### config.mk
export PLATFORM = sky130hd
export DESIGN_NAME = bp_update_arbiter_flat
export DESIGN_NICKNAME = d
export VERILOG_FILES = /design/src/rtl/bp_pkg.sv /design/src/rtl/bp_update_arbiter_if.sv /design/src/rtl/bp_update_fifo.sv /design/src/rtl/bp_update_arbiter.sv /design/src/flat_wrapper.sv
export SDC_FILE = /design/constraint.sdc
export NUM_CORES = 1
export LEC_CHECK = 0
export ABC_AREA = 1
export CELL_PAD_IN_SITES_DETAIL_PLACEMENT = 0
export CELL_PAD_IN_SITES_GLOBAL_PLACEMENT = 1
export CORE_UTILIZATION = 38
export CTS_BUF_LIST = sky130_fd_sc_hd__clkbuf_16
export DETAILED_ROUTE_END_ITERATION = 12
export PLACE_DENSITY = 0.77
export SLEW_MARGIN = 20
export SYNTH_ARGS = -nofsm -noshare
export SYNTH_HDL_FRONTEND = slang
export SYNTH_SLANG_ARGS = --single-unit
### constraint.sdc
create_clock -name clk -period 9 [get_ports clk]
set_clock_uncertainty 0.15 [all_clocks]
set_input_delay 1.8 -clock clk [delete_from_list [all_inputs] [get_ports clk]]
set_output_delay 1.8 -clock clk [all_outputs]
set_load 0.03 [all_outputs]
### src/rtl/bp_pkg.sv
// Shared types and defaults for the branch-predictor update path.
package bp_pkg;

  localparam int BP_AW    = 16;
  localparam int BP_DEPTH = 4;

  // One predictor table update, as seen on the branch_predictor update port.
  typedef struct packed {
    logic [BP_AW-1:0] addr;
    logic             taken;
    logic [BP_AW-1:0] target;
  } bp_upd_t;

endpackage

### src/rtl/bp_update_arbiter_if.sv
// Resolved-branch request ports (two execute pipes) and the serialised
// predictor update port, bundled for the update arbiter.
interface bp_update_arbiter_if
  import bp_pkg::*;
#(
  parameter int AW    = BP_AW,
  parameter int DEPTH = BP_DEPTH
);
  localparam int OW = $clog2(DEPTH + 1);

  logic          r0_valid;
  logic          r0_ready;
  logic [AW-1:0] r0_addr;
  logic          r0_taken;
  logic [AW-1:0] r0_target;

  logic          r1_valid;
  logic          r1_ready;
  logic [AW-1:0] r1_addr;
  logic          r1_taken;
  logic [AW-1:0] r1_target;

  logic          upd_valid;
  logic [AW-1:0] upd_addr;
  logic          upd_taken;
  logic [AW-1:0] upd_target;

  logic [OW-1:0] occupancy;

  // Execute/writeback side plus predictor consumer.
  modport master (
    output r0_valid, r0_addr, r0_taken, r0_target,
    output r1_valid, r1_addr, r1_taken, r1_target,
    input  r0_ready, r1_ready,
    input  upd_valid, upd_addr, upd_taken, upd_target, occupancy
  );

  // Arbiter side.
  modport slave (
    input  r0_valid, r0_addr, r0_taken, r0_target,
    input  r1_valid, r1_addr, r1_taken, r1_target,
    output r0_ready, r1_ready,
    output upd_valid, upd_addr, upd_taken, upd_target, occupancy
  );

endinterface

### src/rtl/bp_update_fifo.sv
// Circular pending-update buffer: two write ports with in-place merge on
// matching non-head addresses, one read (pop) port at the head.
module bp_update_fifo #(
  parameter int DEPTH = 4,
  parameter int AW    = 16
) (
  input  logic                         i_clk,
  input  logic                         i_clr,
  input  logic                         i_pop,
  input  logic                         i_acc0,
  input  logic [AW-1:0]                i_addr0,
  input  logic                         i_taken0,
  input  logic [AW-1:0]                i_target0,
  input  logic                         i_acc1,
  input  logic [AW-1:0]                i_addr1,
  input  logic                         i_taken1,
  input  logic [AW-1:0]                i_target1,
  output logic [$clog2(DEPTH+1)-1:0]   o_count,
  output logic [AW-1:0]                o_head_addr,
  output logic                         o_head_taken,
  output logic [AW-1:0]                o_head_target
);

  localparam int PW = $clog2(DEPTH);
  localparam int CW = $clog2(DEPTH + 1);

  logic [AW-1:0] r_addr   [DEPTH];
  logic          r_taken  [DEPTH];
  logic [AW-1:0] r_target [DEPTH];

  logic [PW-1:0] r_head;
  logic [PW-1:0] r_tail;
  logic [CW-1:0] r_count;

  logic [PW-1:0] w_off;
  logic [PW-1:0] w_idx0;
  logic [PW-1:0] w_idx1;
  logic [PW-1:0] w_slot1;
  logic          w_hit0;
  logic          w_hit1;
  logic          w_new0;
  logic          w_new1;
  logic          w_r1_on_r0;
  logic [1:0]    w_npush;

  // Merge lookup over live non-head entries; head is excluded because it
  // always pops in any cycle where a request can be accepted.
  always_comb begin
    w_off   = '0;
    w_hit0  = 1'b0;
    w_hit1  = 1'b0;
    w_idx0  = '0;
    w_idx1  = '0;
    for (int i = 0; i < DEPTH; i++) begin
      w_off = PW'(i) - r_head;
      if (w_off != '0 && CW'(w_off) < r_count) begin
        if (!w_hit0 && r_addr[i] == i_addr0) begin
          w_hit0 = 1'b1;
          w_idx0 = PW'(i);
        end
        if (!w_hit1 && r_addr[i] == i_addr1) begin
          w_hit1 = 1'b1;
          w_idx1 = PW'(i);
        end
      end
    end
    w_new0     = i_acc0 && !w_hit0;
    // r1 folds into the slot r0 allocates this cycle when addresses match.
    w_r1_on_r0 = i_acc1 && w_new0 && (i_addr1 == i_addr0);
    w_new1     = i_acc1 && !w_r1_on_r0 && !w_hit1;
    w_slot1    = w_new0 ? r_tail + PW'(1) : r_tail;
    w_npush    = {1'b0, w_new0} + {1'b0, w_new1};
  end

  // Entry storage; r1 is written after r0 so it wins on a shared entry.
  always_ff @(posedge i_clk) begin
    if (!i_clr && i_acc0) begin
      if (w_hit0) begin
        r_taken[w_idx0]  <= i_taken0;
        r_target[w_idx0] <= i_target0;
      end else begin
        r_addr[r_tail]   <= i_addr0;
        r_taken[r_tail]  <= i_taken0;
        r_target[r_tail] <= i_target0;
      end
    end
    if (!i_clr && i_acc1) begin
      if (w_r1_on_r0) begin
        r_taken[r_tail]  <= i_taken1;
        r_target[r_tail] <= i_target1;
      end else if (w_hit1) begin
        r_taken[w_idx1]  <= i_taken1;
        r_target[w_idx1] <= i_target1;
      end else begin
        r_addr[w_slot1]   <= i_addr1;
        r_taken[w_slot1]  <= i_taken1;
        r_target[w_slot1] <= i_target1;
      end
    end
  end

  // Pointers and occupancy; clear drops every pending entry.
  always_ff @(posedge i_clk) begin
    if (i_clr) begin
      r_head  <= '0;
      r_tail  <= '0;
      r_count <= '0;
    end else begin
      r_head  <= r_head + PW'(i_pop);
      r_tail  <= r_tail + PW'(w_npush);
      r_count <= r_count + CW'(w_npush) - CW'(i_pop);
    end
  end

  // Occupancy must stay within 0..DEPTH.
  always_ff @(posedge i_clk) begin
    if (!i_clr) begin
      assert (!(i_pop && r_count == '0));
      assert ((32'(r_count) + 32'(w_npush)) <= (32'(DEPTH) + 32'(i_pop)));
    end
  end

  assign o_count       = r_count;
  assign o_head_addr   = r_addr[r_head];
  assign o_head_taken  = r_taken[r_head];
  assign o_head_target = r_target[r_head];

endmodule

### src/rtl/bp_update_arbiter.sv
// Serialises resolved-branch outcomes from two execute pipes into the single
// branch_predictor update port, one registered update per cycle.
module bp_update_arbiter
  import bp_pkg::*;
#(
  parameter int DEPTH = BP_DEPTH,
  parameter int AW    = BP_AW
) (
  input  logic                 clk,
  input  logic                 rst_n,
  input  logic                 flush,
  bp_update_arbiter_if.slave   bus
);

  localparam int CW = $clog2(DEPTH + 1);

  logic [CW-1:0] w_count;
  logic          w_clr;
  logic          w_pop;
  logic          w_r0_ready;
  logic          w_r1_ready;
  logic          w_acc0;
  logic          w_acc1;
  logic [AW-1:0] w_head_addr;
  logic          w_head_taken;
  logic [AW-1:0] w_head_target;

  logic          r_upd_vld_p1;
  logic [AW-1:0] r_upd_addr_p1;
  logic          r_upd_taken_p1;
  logic [AW-1:0] r_upd_target_p1;

  // Readiness looks only at registered occupancy, never at this cycle's
  // pop or merges, so there is no valid-to-ready path.
  always_comb begin
    w_clr      = !rst_n || flush;
    w_r0_ready = rst_n && !flush && (w_count <= CW'(DEPTH - 1));
    w_r1_ready = rst_n && !flush && (w_count <= CW'(DEPTH - 2));
    w_acc0     = bus.r0_valid && w_r0_ready;
    w_acc1     = bus.r1_valid && w_r1_ready;
    w_pop      = rst_n && !flush && (w_count != '0);
  end

  bp_update_fifo #(
    .DEPTH (DEPTH),
    .AW    (AW)
  ) u_fifo (
    .i_clk         (clk),
    .i_clr         (w_clr),
    .i_pop         (w_pop),
    .i_acc0        (w_acc0),
    .i_addr0       (bus.r0_addr),
    .i_taken0      (bus.r0_taken),
    .i_target0     (bus.r0_target),
    .i_acc1        (w_acc1),
    .i_addr1       (bus.r1_addr),
    .i_taken1      (bus.r1_taken),
    .i_target1     (bus.r1_target),
    .o_count       (w_count),
    .o_head_addr   (w_head_addr),
    .o_head_taken  (w_head_taken),
    .o_head_target (w_head_target)
  );

  // Output stage: popped head is presented for exactly one cycle; payload
  // holds its last value when idle and is zeroed only by reset.
  always_ff @(posedge clk) begin
    if (!rst_n) begin
      r_upd_vld_p1    <= 1'b0;
      r_upd_addr_p1   <= '0;
      r_upd_taken_p1  <= 1'b0;
      r_upd_target_p1 <= '0;
    end else if (w_pop) begin
      r_upd_vld_p1    <= 1'b1;
      r_upd_addr_p1   <= w_head_addr;
      r_upd_taken_p1  <= w_head_taken;
      r_upd_target_p1 <= w_head_target;
    end else begin
      r_upd_vld_p1    <= 1'b0;
    end
  end

  assign bus.r0_ready   = w_r0_ready;
  assign bus.r1_ready   = w_r1_ready;
  assign bus.upd_valid  = r_upd_vld_p1;
  assign bus.upd_addr   = r_upd_addr_p1;
  assign bus.upd_taken  = r_upd_taken_p1;
  assign bus.upd_target = r_upd_target_p1;
  assign bus.occupancy  = w_count;

endmodule

### src/flat_wrapper.sv
// flat-port wrapper written by rule: the top's interface ports become plain ports
module bp_update_arbiter_flat import bp_pkg::*;
#(
  parameter int DEPTH = BP_DEPTH,
  parameter int AW    = BP_AW
)
  (clk, rst_n, flush, bus_r0_valid, bus_r0_addr, bus_r0_taken, bus_r0_target, bus_r1_valid, bus_r1_addr, bus_r1_taken, bus_r1_target, bus_r0_ready, bus_r1_ready, bus_upd_valid, bus_upd_addr, bus_upd_taken, bus_upd_target, bus_occupancy);
  bp_update_arbiter_if #(.AW(AW), .DEPTH(DEPTH)) bus_i ();
  input  logic clk;
  input  logic rst_n;
  input  logic flush;
  input wire logic [$bits(bus_i.r0_valid)-1:0] bus_r0_valid;
  input wire logic [$bits(bus_i.r0_addr)-1:0] bus_r0_addr;
  input wire logic [$bits(bus_i.r0_taken)-1:0] bus_r0_taken;
  input wire logic [$bits(bus_i.r0_target)-1:0] bus_r0_target;
  input wire logic [$bits(bus_i.r1_valid)-1:0] bus_r1_valid;
  input wire logic [$bits(bus_i.r1_addr)-1:0] bus_r1_addr;
  input wire logic [$bits(bus_i.r1_taken)-1:0] bus_r1_taken;
  input wire logic [$bits(bus_i.r1_target)-1:0] bus_r1_target;
  output wire logic [$bits(bus_i.r0_ready)-1:0] bus_r0_ready;
  output wire logic [$bits(bus_i.r1_ready)-1:0] bus_r1_ready;
  output wire logic [$bits(bus_i.upd_valid)-1:0] bus_upd_valid;
  output wire logic [$bits(bus_i.upd_addr)-1:0] bus_upd_addr;
  output wire logic [$bits(bus_i.upd_taken)-1:0] bus_upd_taken;
  output wire logic [$bits(bus_i.upd_target)-1:0] bus_upd_target;
  output wire logic [$bits(bus_i.occupancy)-1:0] bus_occupancy;
  assign bus_i.r0_valid = bus_r0_valid;
  assign bus_i.r0_addr = bus_r0_addr;
  assign bus_i.r0_taken = bus_r0_taken;
  assign bus_i.r0_target = bus_r0_target;
  assign bus_i.r1_valid = bus_r1_valid;
  assign bus_i.r1_addr = bus_r1_addr;
  assign bus_i.r1_taken = bus_r1_taken;
  assign bus_i.r1_target = bus_r1_target;
  assign bus_r0_ready = bus_i.r0_ready;
  assign bus_r1_ready = bus_i.r1_ready;
  assign bus_upd_valid = bus_i.upd_valid;
  assign bus_upd_addr = bus_i.upd_addr;
  assign bus_upd_taken = bus_i.upd_taken;
  assign bus_upd_target = bus_i.upd_target;
  assign bus_occupancy = bus_i.occupancy;
  bp_update_arbiter #(.DEPTH(DEPTH), .AW(AW)) u_core (.clk(clk), .rst_n(rst_n), .flush(flush), .bus(bus_i));
endmodule
==> results.yml <==
sta:
  worst_slew_pin_slew_ns: 1.03
  fin_crit_ns: 6.41
  rsz0062_at_grt: "no"
  fin_crit_sh_pct: 71.3
  hold_viol_final: 0
  setup_viol: 0
  fmax_ghz: 0.156
  tns_ns: 0
  slew_headroom_pct: 31.5
  setup_slack_ns: 2.59
  slew_viol_final: 0
worst_setup_path:
  rr_endpoint: "u_core.u_fifo.r_taken[2]"
  crit_required_ns: 8.90
  cp-start-kind: "input port"
  arrival_ns: 6.32
  r2r_cells: 17
  critPathCapture: "u_core.u_fifo.r_taken[1]"
  r2r_start: "u_core.u_fifo.r_head[0]"
  reg2reg_slack_ns: 3.21
  timing_worst_setup_path_type: "in2reg"
  worstSetupEndpointType: "flop"
  worstPathMaxFanout: 36
  cp-startpoint: "rst_n"
layout:
  fillers: 2919
  antennaDiodeCount: 0
  instances_no_fill: 1879
  final_common_cell: "nand2_1"
  layout.nets: 1572
  final_cell_mix: "467 x nand2_1, 162 x o21ai_0, 132 x edfxtp_1, 115 x nor2_1, 109 x clkdlybuf4s50_1"
  seq_area_um2: 4790
  syn2layout_area_growth_pct: 15.3
  drive_gt1_share_pct: 7.02
  multiInputGateArea_um2: 5570
synthesis:
  syn_nets: 1535
  ys_seq_elements: 173
  ys_seq_area_share_pct: 42.7
  yosysWarnings: 0
  ys_types: 40
  syn_area_um2: 11200
  synthTopCellsByArea: "edfxtp_1 35%, nand2_1 16%, dfxtp_1 7.3%"
  avgSynthCellArea_um2: 7.75
  netlist_instances: 1445
  synth_area_leader_cell: "edfxtp_1"
  yosysTopAreaCellShare_pct: 35.4
grt:
  grtUsageMet1_pct: 30.6
  grtUsageMet3_pct: 2.83
  grt_overflow_total: 0
  top_usage_layer: "met2"
  gr-usage-all-layers_pct: 22.9
  grt_pass1_wl_um: 53000
  grt.met2_usage_pct: 37.7
  antenna_found_initial: 0
  grt_max_degree: 91
  grt_pass1_vias: 9437
clocking:
  htree_levels: 4
  cts_buffer_depth: 2
  cts.clk_slew.worst_paths_ns: 0.08
  clock_sinks: 173
  clock_latency_ns: 0.44
  cts_root_buf: "clkbuf_16"
  cts_setup_buffers: 0
  cts_tree: "built"
  cts.repair.resized: 0
  numCtsBuffers: 17
  cts-hold-fix-buffers: 0
floorplan:
  fp.dieW_um: 174
  coreArea_um2: 28900
  die-area_um2: 30200
  io_pins: 110
  rows: 62
  initial_core_util_pct: 38.8
  die_h_um: 174
min_path:
  holdCritPathClass: "reg2reg"
route:
  wl_per_cell_um: 18.2
  routed_via_density: 5.22
  finalWirelength_um: 34300
  drtIter0Drc: 883
  vias: 9807
  drtPass1Iterations: 5
  postRouteAntennaNets: 0
  drc: 0
placed_design:
  post-dp-hpwl_um: 22700
  dp.cells: 1847
  finalWeightedCongestion: 0.879
  portBuffers: 109
  dp_slack_ns: 2.17
job:
  drv_cap: 0
pwr:
  p_leak_uw: 0.00517
  p_per_area_nw_per_um2: 146
  irDropWorstVdd_mv: 0.127
run_status:
  status: "finished clean"
[critical path: stages]
cell and delay (ns):
clkdlybuf4s50_1 0.67, nand2_2 0.28, nor2_1 0.21, nand2_1 0.21
nor2_1 0.32, nand4_4 0.45, nand3_4 0.29, nor2_2 0.08
nor2_4 0.74, nand3_4 0.39, nand2_1 0.82
[per-stage QoR]
step	instance area, um2	power, uW	hold slack, ns	util [%]
after floorplan	11200	1080	0.377	-
final	12900	1880	0.309	44.7
after global routing	12900	1940	0.326	44.7
after detailed placement	12300	1180	0.302	42.8
after CTS	12900	1890	0.312	44.7
after global placement	12300	1180	0.294	42.8
[cells by family after synthesis]
group	Yosys count	share of synthesized area, %
AOI/OAI and AO/OA	225	10.5
adders and majority gates	19	2.19
muxes	17	1.71
buffers and inverters	194	7.74
DFF	173	42.7
and+or+nand+nor	733	28.6
xor gates and xnor gates	84	6.57
[report_power, final]
part           total, uW  internal, uW  switching (uW)
Clock                721           365             356
Combinational        265          99.6             166
Sequential           895           882            13.0
Total               1880          1350             534
[cells in the mapped netlist, drive strengths merged]
master  count
o21bai      1
xor2       25
nand4      91
nor2b       1
xnor2      59
nand2     471
nor4        2
fa          1
o22ai      16
mux2       17
ha         18
a21oi      32
buf        54
o21a        1
inv        93
a31oi       6
o32ai       1
nor3        4
or2         5
nand3      36
nor2      123
dfxtp      41
clkbuf     47
edfxtp    132
o21ai     168
[cell type report]
type | count | share of cell area (%)
inverters | 93 | 2.70
clock buffers | 17 | 3.30
repair buffers | 119 | 9.03
flip-flops and latches | 173 | 37.1
multi-input cells | 1078 | 43.1
clock inverters | 15 | 1.04
well taps | 384 | 3.72
[metal layers]
layer	part of all wire, %	routed length, um
met5	0	0
met4	3.0	1040
met3	5.4	1850
met2	47	16100
met1	44	15200
[worst min-delay path by stage]
stage,from,to,slack (ns),depth (start not counted)
after floorplan,u_core.u_fifo.r_target[3][0],u_core.bus.upd_target[0],0.38,2
after global placement,u_core.bus.upd_addr[5],u_core.bus.upd_addr[5],0.29,2
after detailed placement,u_core.bus.upd_target[10],u_core.bus.upd_target[10],0.30,2
after CTS,u_core.bus.upd_target[10],u_core.bus.upd_target[10],0.31,2
after global routing,u_core.bus.upd_addr[4],u_core.bus.upd_addr[4],0.33,2
final,u_core.bus.upd_addr[3],u_core.bus.upd_addr[3],0.31,2
[flip-flops by register name, indices dropped and copies added, names as in the netlist]
signal	cells
u_core.u_fifo.r_addr	64
u_core.u_fifo.r_target	64
u_core.bus.upd_addr	16
u_core.bus.upd_target	16
u_core.u_fifo.r_taken	4
u_core.u_fifo.o_count	3
u_core.u_fifo.r_head	2
u_core.u_fifo.r_tail	2
u_core.bus.upd_taken	1
u_core.bus.upd_valid	1
Note: power is estimated with default switching activity, not from simulation.
